**config.mk**
```make
export PLATFORM = sky130hd
export DESIGN_NAME = i2c_arbiter_flat
export DESIGN_NICKNAME = d
export VERILOG_FILES = /design/src/rtl/i2c_arbiter_pkg.sv /design/src/rtl/i2c_arbiter_if.sv /design/src/rtl/i2c_arbiter_rr_arbiter.sv /design/src/rtl/i2c_arbiter.sv /design/src/flat_wrapper.sv
export SDC_FILE = /design/constraint.sdc
export NUM_CORES = 1
export LEC_CHECK = 0
export BUFFER_PORTS_ARGS = -buffer_cell sky130_fd_sc_hd__buf_4
export CAP_MARGIN = 20
export CORE_UTILIZATION = 48
export DETAILED_ROUTE_END_ITERATION = 7
export GPL_ROUTABILITY_DRIVEN = 1
export GPL_TIMING_DRIVEN = 0
export HOLD_SLACK_MARGIN = 0.05
export PLACE_DENSITY = 0.76
export SLEW_MARGIN = 10
export SYNTH_ARGS = -nofsm -noshare
export SYNTH_HDL_FRONTEND = slang
export SYNTH_SLANG_ARGS = --single-unit
```
**constraint.sdc**
```tcl
create_clock -name clk_i -period 3.1 [get_ports clk_i]
set_input_delay 0.31 -clock clk_i [delete_from_list [all_inputs] [get_ports clk_i]]
set_output_delay 0.31 -clock clk_i [all_outputs]
set_load 0.01 [all_outputs]
```
**src/rtl/i2c_arbiter_pkg.sv**
```systemverilog
// rtl/i2c_arbiter_pkg.sv - shared types, constants and helpers for the I2C arbiter
package i2c_arbiter_pkg;

    typedef enum logic [2:0] {
        ST_IDLE,
        ST_SEND,
        ST_BUSY,
        ST_RELEASE,
        ST_RESP
    } i2c_arb_st_t;

    // Widest status vector supported; users slice it down to NBYTES bits.
    localparam logic [7:0] I2C_NACK_ALL = '1;

    function automatic int mclog2(input int value);
        int r;
        r = 0;
        while ((1 << r) < value) r++;
        return (r == 0) ? 1 : r;
    endfunction

endpackage

```
**src/rtl/i2c_arbiter_if.sv**
```systemverilog
// rtl/i2c_arbiter_if.sv - command/response bundle between the arbiter and the I2C master
interface i2c_arbiter_if
    import i2c_arbiter_pkg::*;
#(
    parameter int NBYTES = 2
);
    localparam int NBW = mclog2(NBYTES + 1);

    logic                      m_send_o;
    logic [NBW-1:0]            m_nbytes_o;
    logic [NBYTES*8-1:0]       m_data_o;
    logic                      m_done_i;
    logic                      m_ready_i;
    logic [(NBYTES-1)*8-1:0]   m_rdata_i;
    logic [NBYTES-1:0]         m_status_i;

    modport master (
        output m_send_o, m_nbytes_o, m_data_o,
        input  m_done_i, m_ready_i, m_rdata_i, m_status_i
    );

    modport slave (
        input  m_send_o, m_nbytes_o, m_data_o,
        output m_done_i, m_ready_i, m_rdata_i, m_status_i
    );

endinterface

```
**src/rtl/i2c_arbiter_rr_arbiter.sv**
```systemverilog
// rtl/i2c_arbiter_rr_arbiter.sv - round-robin grant selection with its rotating pointer
module rr_arbiter #(
    parameter int NREQ = 3,
    parameter int GW   = (NREQ > 1) ? $clog2(NREQ) : 1
) (
    input  logic            clk_i,
    input  logic            rst_n_i,
    input  logic [NREQ-1:0] req_i,
    input  logic            advance_i,
    input  logic [GW-1:0]   gidx_i,
    output logic [NREQ-1:0] grant_o
);

    logic [GW-1:0] r_ptr;

    always_ff @(posedge clk_i or negedge rst_n_i) begin
        if (!rst_n_i) begin
            r_ptr <= '0;
        end else if (advance_i) begin
            r_ptr <= (gidx_i == GW'(NREQ - 1)) ? '0 : gidx_i + 1'b1;
        end
    end

    // Scan from the pointer upward, wrapping, and take the first request found.
    always_comb begin
        logic [GW:0] idx;
        logic        found;
        grant_o = '0;
        found   = 1'b0;
        for (int i = 0; i < NREQ; i++) begin
            idx = {1'b0, r_ptr} + (GW + 1)'(i);
            if (idx >= (GW + 1)'(NREQ)) idx = idx - (GW + 1)'(NREQ);
            if (!found && req_i[idx[GW-1:0]]) begin
                grant_o[idx[GW-1:0]] = 1'b1;
                found                = 1'b1;
            end
        end
    end

endmodule

```
**src/rtl/i2c_arbiter.sv**
```systemverilog
// rtl/i2c_arbiter.sv - shares one I2C master between NREQ requesters with a hang watchdog
module i2c_arbiter
    import i2c_arbiter_pkg::*;
#(
    parameter int NREQ    = 3,
    parameter int NBYTES  = 2,
    parameter int TIMEOUT = 1048576
) (
    input  logic                                       clk_i,
    input  logic                                       rst_n_i,
    input  logic [NREQ-1:0]                            req_valid_i,
    input  logic [NREQ-1:0][mclog2(NBYTES + 1)-1:0]    req_nbytes_i,
    input  logic [NREQ-1:0][NBYTES*8-1:0]              req_data_i,
    output logic [NREQ-1:0]                            req_ready_o,
    output logic [NREQ-1:0]                            rsp_valid_o,
    output logic [(NBYTES-1)*8-1:0]                    rsp_data_o,
    output logic [NBYTES-1:0]                          rsp_status_o,
    output logic                                       rsp_timeout_o,
    i2c_arbiter_if.master                              m
);

    localparam int NBW = mclog2(NBYTES + 1);
    localparam int GW  = (NREQ > 1) ? $clog2(NREQ) : 1;
    localparam int WDW = $clog2(TIMEOUT + 1);
    localparam logic [NBYTES-1:0] NACK = I2C_NACK_ALL[NBYTES-1:0];

    i2c_arb_st_t               r_state, w_state_nxt;
    logic [GW-1:0]             r_g;
    logic [NBW-1:0]            r_nbytes;
    logic [NBYTES*8-1:0]       r_data;
    logic [(NBYTES-1)*8-1:0]   r_rdata;
    logic [NBYTES-1:0]         r_status;
    logic                      r_timeout;
    logic [WDW-1:0]            r_wdog;

    logic [NREQ-1:0]           w_grant;
    logic [GW-1:0]             w_g_idx;
    logic [NBW-1:0]            w_nb;
    logic                      w_legal;
    logic                      w_accept;
    logic                      w_advance;
    logic                      w_abort;
    logic [WDW-1:0]            w_wdog_inc;
    logic                      w_wdog_exp;

    rr_arbiter #(.NREQ(NREQ), .GW(GW)) u_rr (
        .clk_i     (clk_i),
        .rst_n_i   (rst_n_i),
        .req_i     (req_valid_i),
        .advance_i (w_advance),
        .gidx_i    (r_g),
        .grant_o   (w_grant)
    );

    always_comb begin
        w_g_idx = '0;
        for (int i = 0; i < NREQ; i++) begin
            if (w_grant[i]) w_g_idx = GW'(i);
        end
    end

    assign w_nb       = req_nbytes_i[w_g_idx];
    assign w_legal    = (w_nb != '0) && (w_nb <= NBW'(NBYTES));
    assign w_wdog_inc = r_wdog + 1'b1;
    assign w_wdog_exp = (w_wdog_inc >= WDW'(TIMEOUT - 1));

    always_ff @(posedge clk_i or negedge rst_n_i) begin
        if (!rst_n_i) r_state <= ST_IDLE;
        else          r_state <= w_state_nxt;
    end

    // m_ready_i is ignored in BUSY: it may still be high from before the send.
    always_comb begin
        w_state_nxt = r_state;
        w_accept    = 1'b0;
        w_advance   = 1'b0;
        w_abort     = 1'b0;
        case (r_state)
            ST_IDLE: begin
                if (m.m_ready_i && (req_valid_i != '0)) begin
                    w_accept    = 1'b1;
                    w_state_nxt = w_legal ? ST_SEND : ST_RESP;
                end
            end
            ST_SEND: w_state_nxt = ST_BUSY;
            ST_BUSY: begin
                if (m.m_done_i) begin
                    w_state_nxt = ST_RELEASE;
                end else if (w_wdog_exp) begin
                    w_abort     = 1'b1;
                    w_state_nxt = ST_RESP;
                end
            end
            ST_RELEASE: begin
                if (m.m_ready_i) begin
                    w_state_nxt = ST_RESP;
                end else if (w_wdog_exp) begin
                    w_abort     = 1'b1;
                    w_state_nxt = ST_RESP;
                end
            end
            ST_RESP: begin
                w_advance   = 1'b1;
                w_state_nxt = ST_IDLE;
            end
            default: w_state_nxt = ST_IDLE;
        endcase
    end

    always_ff @(posedge clk_i or negedge rst_n_i) begin
        if (!rst_n_i) begin
            r_g       <= '0;
            r_nbytes  <= '0;
            r_data    <= '0;
            r_rdata   <= '0;
            r_status  <= '0;
            r_timeout <= 1'b0;
            r_wdog    <= '0;
        end else begin
            case (r_state)
                ST_IDLE: begin
                    if (w_accept) begin
                        r_g       <= w_g_idx;
                        r_nbytes  <= w_nb;
                        r_data    <= req_data_i[w_g_idx];
                        r_rdata   <= '0;
                        r_status  <= '0;
                        r_timeout <= 1'b0;
                    end
                end
                ST_SEND: r_wdog <= '0;
                ST_BUSY, ST_RELEASE: begin
                    r_wdog <= w_wdog_inc;
                    if (r_state == ST_BUSY && m.m_done_i) begin
                        r_rdata  <= m.m_rdata_i;
                        r_status <= m.m_status_i;
                    end
                    if (w_abort) begin
                        r_timeout <= 1'b1;
                        r_status  <= NACK;
                    end
                end
                default: ;
            endcase
        end
    end

    assign req_ready_o   = w_accept ? w_grant : '0;
    assign rsp_valid_o   = (r_state == ST_RESP) ? (NREQ'(1) << r_g) : '0;
    assign rsp_data_o    = r_rdata;
    assign rsp_status_o  = r_status;
    assign rsp_timeout_o = r_timeout;
    assign m.m_send_o    = (r_state == ST_SEND);
    assign m.m_nbytes_o  = r_nbytes;
    assign m.m_data_o    = r_data;

endmodule
```
**src/flat_wrapper.sv**
```systemverilog
// flat-port wrapper written by rule: the top's interface ports become plain ports
module i2c_arbiter_flat import i2c_arbiter_pkg::*;
#(
    parameter int NREQ    = 3,
    parameter int NBYTES  = 2,
    parameter int TIMEOUT = 1048576
)
  (clk_i, rst_n_i, req_valid_i, req_nbytes_i, req_data_i, req_ready_o, rsp_valid_o, rsp_data_o, rsp_status_o, rsp_timeout_o, m_m_send_o, m_m_nbytes_o, m_m_data_o, m_m_done_i, m_m_ready_i, m_m_rdata_i, m_m_status_i);
  i2c_arbiter_if #(.NBYTES(NBYTES)) m_i ();
  input  logic clk_i;
  input  logic rst_n_i;
  input  logic [NREQ-1:0] req_valid_i;
  input  logic [NREQ-1:0][mclog2(NBYTES + 1)-1:0] req_nbytes_i;
  input  logic [NREQ-1:0][NBYTES*8-1:0] req_data_i;
  output logic [NREQ-1:0] req_ready_o;
  output logic [NREQ-1:0] rsp_valid_o;
  output logic [(NBYTES-1)*8-1:0] rsp_data_o;
  output logic [NBYTES-1:0] rsp_status_o;
  output logic rsp_timeout_o;
  output wire logic [$bits(m_i.m_send_o)-1:0] m_m_send_o;
  output wire logic [$bits(m_i.m_nbytes_o)-1:0] m_m_nbytes_o;
  output wire logic [$bits(m_i.m_data_o)-1:0] m_m_data_o;
  input wire logic [$bits(m_i.m_done_i)-1:0] m_m_done_i;
  input wire logic [$bits(m_i.m_ready_i)-1:0] m_m_ready_i;
  input wire logic [$bits(m_i.m_rdata_i)-1:0] m_m_rdata_i;
  input wire logic [$bits(m_i.m_status_i)-1:0] m_m_status_i;
  assign m_m_send_o = m_i.m_send_o;
  assign m_m_nbytes_o = m_i.m_nbytes_o;
  assign m_m_data_o = m_i.m_data_o;
  assign m_i.m_done_i = m_m_done_i;
  assign m_i.m_ready_i = m_m_ready_i;
  assign m_i.m_rdata_i = m_m_rdata_i;
  assign m_i.m_status_i = m_m_status_i;
  i2c_arbiter #(.NREQ(NREQ), .NBYTES(NBYTES), .TIMEOUT(TIMEOUT)) u_core (.clk_i(clk_i), .rst_n_i(rst_n_i), .req_valid_i(req_valid_i), .req_nbytes_i(req_nbytes_i), .req_data_i(req_data_i), .req_ready_o(req_ready_o), .rsp_valid_o(rsp_valid_o), .rsp_data_o(rsp_data_o), .rsp_status_o(rsp_status_o), .rsp_timeout_o(rsp_timeout_o), .m(m_i));
endmodule
```
==> reports/results.txt <==
Critical R2R Capture: u_core.m.m_data_o[15]$_DFFE_PN0P_
DR pass1 iterations: 4
Largest net degree at the start of global routing: 58
Fraction of layout cells with a size suffix above 1: 28.9%
Post-synth top area cell: dfrtp_1
Global-route wire length before repair: 15.3 mm
Final cell count without fillers: 595
DP Cell Count: 579
Layout Nets: 571
Layout area overhead: 32.8%
Crit Path Max Fanout: 10
RSZ-0062 raised after global routing: no
Via density: 5.65
Worst Tran Pin Value: 722 ps
Die ar.: 7430 um2
Mapped Nets: 454
Yosys top cell area share: 41.9%
Worst-Skew Late Latency: 350 ps
Period utilization: 92.4%
Routed length per instance: 15.9 um
Setup TNS: 0 ps
Cell Area, Placed: 4320 um2
Clock Skew: 13.1 ps
Antenna cells: 0
Routed wire length: 9.44 mm
Number of synthesized flops with an enable pin: 0
Most common cell after layout, fill and taps aside: buf_4
Reg2Reg Launch Point: u_core.u_rr.r_ptr[0]$_DFFE_PN0P_
Die Y: 86.2 um
Tot Pwr: 3640 uW
Drt drc: 0
Antenna violations before repair: 0
Hold Crit Class: input port to register
Clk pin slew, worst setup/hold paths: 80 ps
Total of max-cap violations: 0
Starting Density: 49.8%
Max Slew Vio Count: 0
Unique masters post-synth: 57
DR iter-0 viols: 175
Avg Cell Area, Syn: 9.02 um2
Most frequent cells in the layout: buf_4, dfrtp_1, nand2_1, nor2_1, o21ai_0
Top-level I/O count: 107
Worst reg2reg path depth: 10
Filler cells: 611
Final count of negative-setup-slack endpoints: 0
Total gr overflow: 0
FF+latch area: 1430 um2
Hold_ws: 145 ps
Setup CP Type: register to output pin
Post CTS Setup Buffer Count: 0
Crit. Startpoint: u_core.r_state[2]$_DFFE_PN0P_
Status: finished clean
Post-layout min period: 2860 ps
Chip Width: 86.2 um
Number of global-route vias before repair: 3261
Max Buffers Root-to-Sink: 2
Synth Register Bits: 57
H-tree level count: 3
Cell area after layout: 4520 um2
Endpoints failing hold: 0
Top FF cell, synth: dfrtp_1
Dominant cells by area after synthesis: dfrtp_1, mux2i_1, o21ai_0
Clk sinks: 57
Slew headroom: 51.9%
Achievable Freq: 349 MHz
CP required: 2790 ps
Area of the multi-input gates: 1840 um2
Leakage: 0.00224 uW
Core area: 6830 um2
GP Congestion: 0.790
Sequential element share of the synthesized area: 41.9%
Ys async rst share: 100%
Crit path to: req_ready_o[0]
Setup crit end kind: output pin
GRT Util Overall: 26.7%
Syn. warnings: 0
Root Buffer: clkbuf_8
Antenna Nets Post-Route: 0
Via Count: 3362
Cell Area, Synth: 3400 um2
I/O Buffers: 106
Power density over the cells: 807 nW/um2
CP Launch Type: register
WP data arrival: 2550 ps
Syn Inst Count: 377
R2R Setup Slk: 430 ps
Row cnt: 30
CTS Buf Count: 9
Post-DP HPWL: 6.88 mm
CTS tree: yes
Worst IR Drop VDD: 0.468 mV
## per-layer routing
layer	routed length [um]	global-route usage [%]
met1	3890	32.7
met5	0	0
met4	94	6.67
met2	4830	45.2
met3	625	9.14
## area by class of cell
type,instances,area share (%)
Multi-Input combinational cell,287,40.7
Sequential cell,57,31.6
Timing Repair Buffer,107,17.8
Clock buffer,9,2.74
Tap cell,96,2.66
Buffer,24,2.58
Clock inverter,7,1.19
Inverter,8,0.665
## timing repair
item | 4_1_cts | 5_1_grt
hold buffers | 1 | 0
setup endpoints to repair | 0 | 1
hold endpoints to repair | 12 | 0
gates resized for setup | 0 | 3
## synth_stat cells, types with 6 or more instances
cell type	number
dfrtp_1	57
nand2_1	40
nor2_1	36
o21ai_0	34
a21o_1	21
mux2i_1	18
a211oi_1	17
nand3_1	16
clkbuf_1	13
nand4_1	11
a21oi_1	10
inv_1	8
nand2b_1	8
o31ai_1	7
a31oi_1	6
and3_1	6
ha_1	6
## kinds of logic after synthesis
kind of cell / share of synthesized area [%]
AO/OA/AOI/OAI: 23.6
XOR/XNOR: 0.773
adder cells (fa/ha/maj): 2.21
buffers and inverters: 4.41
flip-flops: 41.9
multiplexers: 6.40
AND/OR/NAND/NOR: 20.6
## report_power, final
part	internal [uW]	leakage, uW	switching [uW]
clock	294	0.0000822	332
combinational	818	0.00142	1040
sequential	976	0.000743	183
## metrics by stage
step                      utilization, %  worst slack, ps
after detailed placement            63.2              428
after global placement              63.2              506
after global routing                66.1             60.8
after CTS                           65.9             69.2
final                               66.1              236
after floorplan                        -              826
## flip-flops by register name, summed over array words and instances (netlist names)
| register | flops |
|---|---|
| u_core.r_g | 2 |
| u_core.rsp_status_o | 2 |
| u_core.m.m_data_o | 16 |
| u_core.rsp_data_o | 8 |
| u_core.u_rr.r_ptr | 2 |
| u_core.r_state | 3 |
| u_core.rsp_timeout_o | 1 |
| u_core.r_wdog | 21 |
| u_core.m.m_nbytes_o | 2 |
## worst min-delay path by stage
| stage | from | endpoint | slack, ps | cells past startpoint |
|---|---|---|---|---|
| final | m_m_rdata_i[3] | u_core.rsp_data_o[3]$_DFFE_PN0P_ | 140 | 3 |
| after global routing | m_m_rdata_i[1] | u_core.rsp_data_o[1]$_DFFE_PN0P_ | 120 | 3 |
| after CTS | m_m_rdata_i[3] | u_core.rsp_data_o[3]$_DFFE_PN0P_ | 140 | 3 |
| after detailed placement | rst_n_i | u_core.r_wdog[4]$_DFFE_PN0P_ | 420 | 1 |
| after global placement | rst_n_i | u_core.r_wdog[8]$_DFFE_PN0P_ | 420 | 1 |
| after floorplan | rst_n_i | u_core.m.m_data_o[0]$_DFFE_PN0P_ | 10 | 0 |
## critical path: stages, from the launching register on
cell and delay, ps:
dfrtp_1 420, nor4b_1 510, o31ai_1 270, clkbuf_1 270, buf_1 340, a21oi_1 240
buf_4 150
Power figures use the tool's default switching activity.
